--- config.mk ---
export PLATFORM = sky130hd
export DESIGN_NAME = instr_encoder
export DESIGN_NICKNAME = d
export VERILOG_FILES = /design/src/rtl/instr_encoder.sv
export SDC_FILE = /design/constraint.sdc
export NUM_CORES = 1
export LEC_CHECK = 0
export BUFFER_PORTS_ARGS = -buffer_cell sky130_fd_sc_hd__buf_2
export CORE_MARGIN = 2
export CORE_UTILIZATION = 50
export CTS_BUF_LIST = sky130_fd_sc_hd__clkbuf_4
export DETAILED_ROUTE_END_ITERATION = 8
export GPL_TIMING_DRIVEN = 0
export PLACE_DENSITY = 0.79
export SETUP_SLACK_MARGIN = 0.02
export SKIP_CTS_REPAIR_TIMING = 1
export SYNTH_ARGS = -nofsm -noshare
export SYNTH_HDL_FRONTEND = slang
export SYNTH_SLANG_ARGS = --single-unit
--- constraint.sdc ---
create_clock -name clk -period 2.6 [get_ports clk]
set_clock_uncertainty 0.1 [all_clocks]
set_input_delay 0.52 -clock clk [delete_from_list [all_inputs] [get_ports clk]]
set_output_delay 0.52 -clock clk [all_outputs]
set_load 0.005 [all_outputs]
--- src/rtl/instr_encoder.sv ---
// RV32I instruction encoder: packs a field bundle into a 32-bit word and
// streams encoded words sequentially into instruction memory.
module instr_encoder #(
  parameter int unsigned DEPTH_WORDS = 256,
  parameter int unsigned ADDR_W      = 10,
  parameter int unsigned BASE_ADDR   = 0
) (
  input  logic              clk,
  input  logic              rst,
  input  logic              clear,
  input  logic              in_valid,
  output logic              in_ready,
  input  logic [2:0]        in_type,
  input  logic [4:0]        in_rd,
  input  logic [4:0]        in_rs1,
  input  logic [4:0]        in_rs2,
  input  logic [2:0]        in_funct3,
  input  logic [6:0]        in_funct7,
  input  logic [12:0]       in_imm,
  output logic              mem_we,
  output logic [ADDR_W-1:0] mem_addr,
  output logic [31:0]       mem_wdata,
  output logic [ADDR_W-2:0] word_count,
  output logic              full,
  output logic              err
);

  localparam int unsigned CNT_W = ADDR_W - 1;

  localparam logic [2:0] T_R      = 3'd0;
  localparam logic [2:0] T_IALU   = 3'd1;
  localparam logic [2:0] T_LOAD   = 3'd2;
  localparam logic [2:0] T_STORE  = 3'd3;
  localparam logic [2:0] T_BRANCH = 3'd4;

  localparam logic [6:0] OP_R      = 7'b0110011;
  localparam logic [6:0] OP_IALU   = 7'b0010011;
  localparam logic [6:0] OP_LOAD   = 7'b0000011;
  localparam logic [6:0] OP_STORE  = 7'b0100011;
  localparam logic [6:0] OP_BRANCH = 7'b1100011;

  typedef enum logic [1:0] {
    S_IDLE  = 2'd0,
    S_ENC   = 2'd1,
    S_WRITE = 2'd2,
    S_FULL  = 2'd3
  } state_t;

  state_t             state_q, state_d;
  logic [2:0]         type_q;
  logic [4:0]         rd_q, rs1_q, rs2_q;
  logic [2:0]         f3_q;
  logic [6:0]         f7_q;
  logic [12:0]        imm_q;
  logic               cap_en;

  logic               ready_q, ready_d;
  logic               we_q, we_d;
  logic [ADDR_W-1:0]  addr_q, addr_d;
  logic [31:0]        wdata_q, wdata_d;
  logic [CNT_W-1:0]   cnt_q, cnt_d;
  logic               full_q, full_d;
  logic               err_q, err_d;

  logic               legal;
  logic [31:0]        enc_word;
  logic [CNT_W-1:0]   cnt_inc;

  // Legality: only the five known classes, and branch targets must be halfword aligned.
  always_comb begin
    legal = (type_q <= T_BRANCH);
    if (type_q == T_BRANCH && imm_q[0]) legal = 1'b0;
  end

  // Field packing for each instruction class.
  always_comb begin
    enc_word = 32'h0;
    case (type_q)
      T_R:      enc_word = {f7_q, rs2_q, rs1_q, f3_q, rd_q, OP_R};
      T_IALU:   enc_word = {imm_q[11:0], rs1_q, f3_q, rd_q, OP_IALU};
      T_LOAD:   enc_word = {imm_q[11:0], rs1_q, f3_q, rd_q, OP_LOAD};
      T_STORE:  enc_word = {imm_q[11:5], rs2_q, rs1_q, f3_q, imm_q[4:0], OP_STORE};
      T_BRANCH: enc_word = {imm_q[12], imm_q[10:5], rs2_q, rs1_q, f3_q,
                            imm_q[4:1], imm_q[11], OP_BRANCH};
      default:  enc_word = 32'h0;
    endcase
  end

  assign cnt_inc = cnt_q + CNT_W'(1);

  // Next-state and registered-output logic.
  always_comb begin
    state_d = state_q;
    we_d    = 1'b0;
    addr_d  = addr_q;
    wdata_d = wdata_q;
    cnt_d   = cnt_q;
    full_d  = full_q;
    err_d   = err_q;
    cap_en  = 1'b0;

    if (clear) begin
      state_d = S_IDLE;
      addr_d  = ADDR_W'(BASE_ADDR);
      cnt_d   = '0;
      full_d  = 1'b0;
      err_d   = 1'b0;
    end else begin
      case (state_q)
        S_IDLE: begin
          if (in_valid) begin
            cap_en  = 1'b1;
            state_d = S_ENC;
          end
        end
        S_ENC: begin
          if (legal) begin
            wdata_d = enc_word;
            we_d    = 1'b1;
            state_d = S_WRITE;
          end else begin
            err_d   = 1'b1;
            state_d = S_IDLE;
          end
        end
        S_WRITE: begin
          cnt_d = cnt_inc;
          // Pointer parks on the last written address once memory is full.
          if (cnt_inc == CNT_W'(DEPTH_WORDS)) begin
            full_d  = 1'b1;
            state_d = S_FULL;
          end else begin
            addr_d  = addr_q + ADDR_W'(4);
            state_d = S_IDLE;
          end
        end
        S_FULL: begin
          full_d = 1'b1;
        end
        default: begin
          state_d = S_IDLE;
        end
      endcase
    end

    ready_d = (state_d == S_IDLE);
  end

  // State and output registers.
  always_ff @(posedge clk) begin
    if (!rst) begin
      state_q <= S_IDLE;
      ready_q <= 1'b1;
      we_q    <= 1'b0;
      addr_q  <= ADDR_W'(BASE_ADDR);
      wdata_q <= 32'h0;
      cnt_q   <= '0;
      full_q  <= 1'b0;
      err_q   <= 1'b0;
    end else begin
      state_q <= state_d;
      ready_q <= ready_d;
      we_q    <= we_d;
      addr_q  <= addr_d;
      wdata_q <= wdata_d;
      cnt_q   <= cnt_d;
      full_q  <= full_d;
      err_q   <= err_d;
    end
  end

  // Captured field bundle.
  always_ff @(posedge clk) begin
    if (!rst) begin
      type_q <= 3'd0;
      rd_q   <= 5'd0;
      rs1_q  <= 5'd0;
      rs2_q  <= 5'd0;
      f3_q   <= 3'd0;
      f7_q   <= 7'd0;
      imm_q  <= 13'd0;
    end else if (cap_en) begin
      type_q <= in_type;
      rd_q   <= in_rd;
      rs1_q  <= in_rs1;
      rs2_q  <= in_rs2;
      f3_q   <= in_funct3;
      f7_q   <= in_funct7;
      imm_q  <= in_imm;
    end
  end

  // A clear arriving during the write cycle must drop the word immediately.
  assign mem_we     = we_q & ~clear;
  assign in_ready   = ready_q;
  assign mem_addr   = addr_q;
  assign mem_wdata  = wdata_q;
  assign word_count = cnt_q;
  assign full       = full_q;
  assign err        = err_q;

endmodule

==> impl_metrics.env <==
export IMPL_vias=3656
export IMPL_io_pins=100
export IMPL_synth_top_area_cell="dfxtp_1"
export IMPL_setup_tns_ns=0
export IMPL_seq_power_share=0.586
export IMPL_power_internal_mw=1.88
export IMPL_initial_core_util=0.523
export IMPL_cts_htree_levels=3
export IMPL_rsz0062_at_grt="no"
export IMPL_grt_pass1_wl_mm=16.1
export IMPL_p_per_area_nw_per_um2=528
export IMPL_path_clk_slew_ns=0.16
export IMPL_synth_avg_cell_area_um2=8.49
export IMPL_die_area_um2=8900
export IMPL_grt_pass1_vias=3441
export IMPL_relSlewSlack=0.612
export IMPL_vias_per_cell=5.25
export IMPL_max_stage_delay_ns=0.53
export IMPL_place_area_um2=4690
export IMPL_ys_top_cells_by_area="dfxtp_1 (46%), nand2_1 (12%), a21boi_0 (7.9%)"
export IMPL_grt_ovfl_total=0
export IMPL_grt_max_degree=18
export IMPL_n_antenna_cell=0
export IMPL_finalWeightedCongestion=0.899
export IMPL_cts_tree="built"
export IMPL_drcViolationCount=0
export IMPL_n_fill_cell=753
export IMPL_core_um2=7810
export IMPL_dp_hpwl_mm=7.44
export IMPL_cp_required_ns=2.85
export IMPL_totalWireLength_mm=9.82
export IMPL_insertion_delay_ns=0.45
export IMPL_crit_fanout=10
export IMPL_synth_ff_type="dfxtp_1"
export IMPL_fmax_mhz=438
export IMPL_drive_above_1_share=0.222
export IMPL_maxCapViolCount=0
export IMPL_post_drt_wl_per_cell_um=14.1
export IMPL_worst_pin_slew_ns=0.579
export IMPL_peakVddDrop_mv=0.294
export IMPL_synthToLayoutAreaGrowth_pct=18.6
export IMPL_setup_violations=0
export IMPL_cts_inserted_buffers=9
export IMPL_switching_power_mw=0.683
export IMPL_synthCells=481
export IMPL_critPathLaunchType="flop"
export IMPL_ys_seq_elements=93
export IMPL_synth_edf_count=0
export IMPL_dieHeight_um=94.4
export IMPL_combPwrFrac=0.089
export IMPL_period_minus_slack_ns=2.28
export IMPL_status="completed"
export IMPL_critical_path_class="reg2reg"
export IMPL_clock_root_buffer="clkbuf_4"
export IMPL_ys_warnings_count=0
export IMPL_fin_nets=637
export IMPL_synth_top_cell_area_share=0.456
export IMPL_cts_buffer_depth=2
export IMPL_stdcell_area_um2=4840
export IMPL_crit_family="flip-flops"
export IMPL_yosysSeqAreaShare=0.456
export IMPL_fin_crit_sh=0.878
export IMPL_portBuffers=94
export IMPL_end_kind="flop"
export IMPL_die_w_um=94.4
export IMPL_path_cells="ha_1 > nand2_1 > nor2_1 > xor2_1 > nor4b_4 > buf_6 > o311ai_0 > o41ai_1"
export IMPL_cpMaxStageDelayCell="dfxtp_1"
export IMPL_rows=32
export IMPL_clkSinkCount=93
export IMPL_clkPwrFrac=0.324
export IMPL_first_pass_iters=4
export IMPL_cp_arrival_ns=2.53
export IMPL_hp_class="in2reg"
export IMPL_final_cell_mix="nand2_1 (133), buf_2 (100), dfxtp_1 (93), a21boi_0 (43), clkbuf_1 (27)"
export IMPL_ys_async_sr_fraction=0
export IMPL_dr_first_iter_drc_count=158
export IMPL_ys_types=47
export IMPL_maxSlewViolCount=0
export IMPL_leakage_nw=2.15
export IMPL_antenna_left=0
export IMPL_antenna_found_initial=0
export IMPL_hold_violations=0
export IMPL_netSwitchingFraction=0.267
export IMPL_cp_num_buf_inv=1
export IMPL_track_usage=0.229
export IMPL_syn_area_um2=4080
export IMPL_layout_commonest_cell="nand2_1"
registers in the layout, summed over array words and instances, names as in the netlist, 2 cells and up:
signal,count
rd_q,5
word_count,9
state_q,2
type_q,3
mem_wdata,29
f7_q,7
imm_q,13
mem_addr,8
rs2_q,5
f3_q,3
rs1_q,5
cell type report:
| cell class | count | area [um2] | share of cell area |
|---|---|---|---|
| clock buffer | 9 | 67.6 | 0.0140 |
| inverter | 3 | 11.3 | 0.00233 |
| sequential | 93 | 1860 | 0.384 |
| multi-input combinational | 349 | 2040 | 0.421 |
| buffer | 39 | 180 | 0.0372 |
| tap | 102 | 128 | 0.0264 |
| clock inverter | 7 | 82.6 | 0.0171 |
| timing repair buffer | 94 | 470 | 0.0972 |
power by group through the flow:
stage,Combinational [mW],Sequential (mW),Clock [mW]
finish,0.229,1.50,0.830
global route,0.257,1.51,0.899
global placement,0.223,1.53,0
floorplan,0.140,1.52,0
detailed placement,0.229,1.53,0
CTS,0.230,1.50,0.841
metal layers:
metal	track usage	wire, um	part of all wire
met1	0.290	4250	0.43
met2	0.389	4840	0.49
met3	0.0407	560	0.057
met4	0.0870	177	0.018
met5	0	0	0
logic make-up after synthesis:
kind of cell,count (synthesis),synth area share
fa+ha+maj,3,0.00919
flops,93,0.456
buf+inv,42,0.0469
xor+xnor,10,0.0215
other cells,1,0.000919
compound gates,120,0.217
simple gates,200,0.217
mux,12,0.0310
per-stage QoR:
stage	util	hold WS, ns	setup slack (ns)	cells	total power, mW
detailed placement	0.601	0.351	0.340	680	1.76
global placement	0.601	0.341	0.385	680	1.75
floorplan	-	0.340	0.586	484	1.66
CTS	0.620	0.174	0.320	696	2.57
global route	0.620	0.178	0.155	696	2.66
finish	0.620	0.184	0.318	696	2.56
worst reg2reg max path: cells and delay by family, from the launching register on:
family                     cells  cell delay (ns)
buffers and inverters          1             0.15
DFF                            1             0.53
AOI/OAI and AO/OA              2             0.50
and+or+nand+nor                3             0.37
adders and majority gates      1             0.30
xor gates and xnor gates       1             0.25
cells in the mapped netlist, types with 4 or more instances:
cell type	number
xnor2_1	6
or3_1	5
nand4_1	7
nand2b_1	5
o211a_1	17
nand3_1	6
dfxtp_1	93
a21oi_1	10
o21ai_0	12
clkbuf_1	27
a21boi_0	43
o211ai_1	12
nand2_1	133
xor2_1	4
a21boi_1	8
mux2i_1	7
buf_4	5
a22oi_1	5
nor2_1	22
mux2_2	5
buf_2	6
nor2b_1	7
final timing paths:
path / from / endpoint / slack, ns / cells after the start
setup / recovery: word_count[0] / mem_addr[9] / 0.32 / 8
hold / removal: in_imm[11] / imm_q[11] / 0.18 / 3
setup reg to reg: word_count[0] / mem_addr[9] / 0.32 / 8
hold reg to reg: full / full / 0.37 / 2
Power figures use the tool's default switching activity.
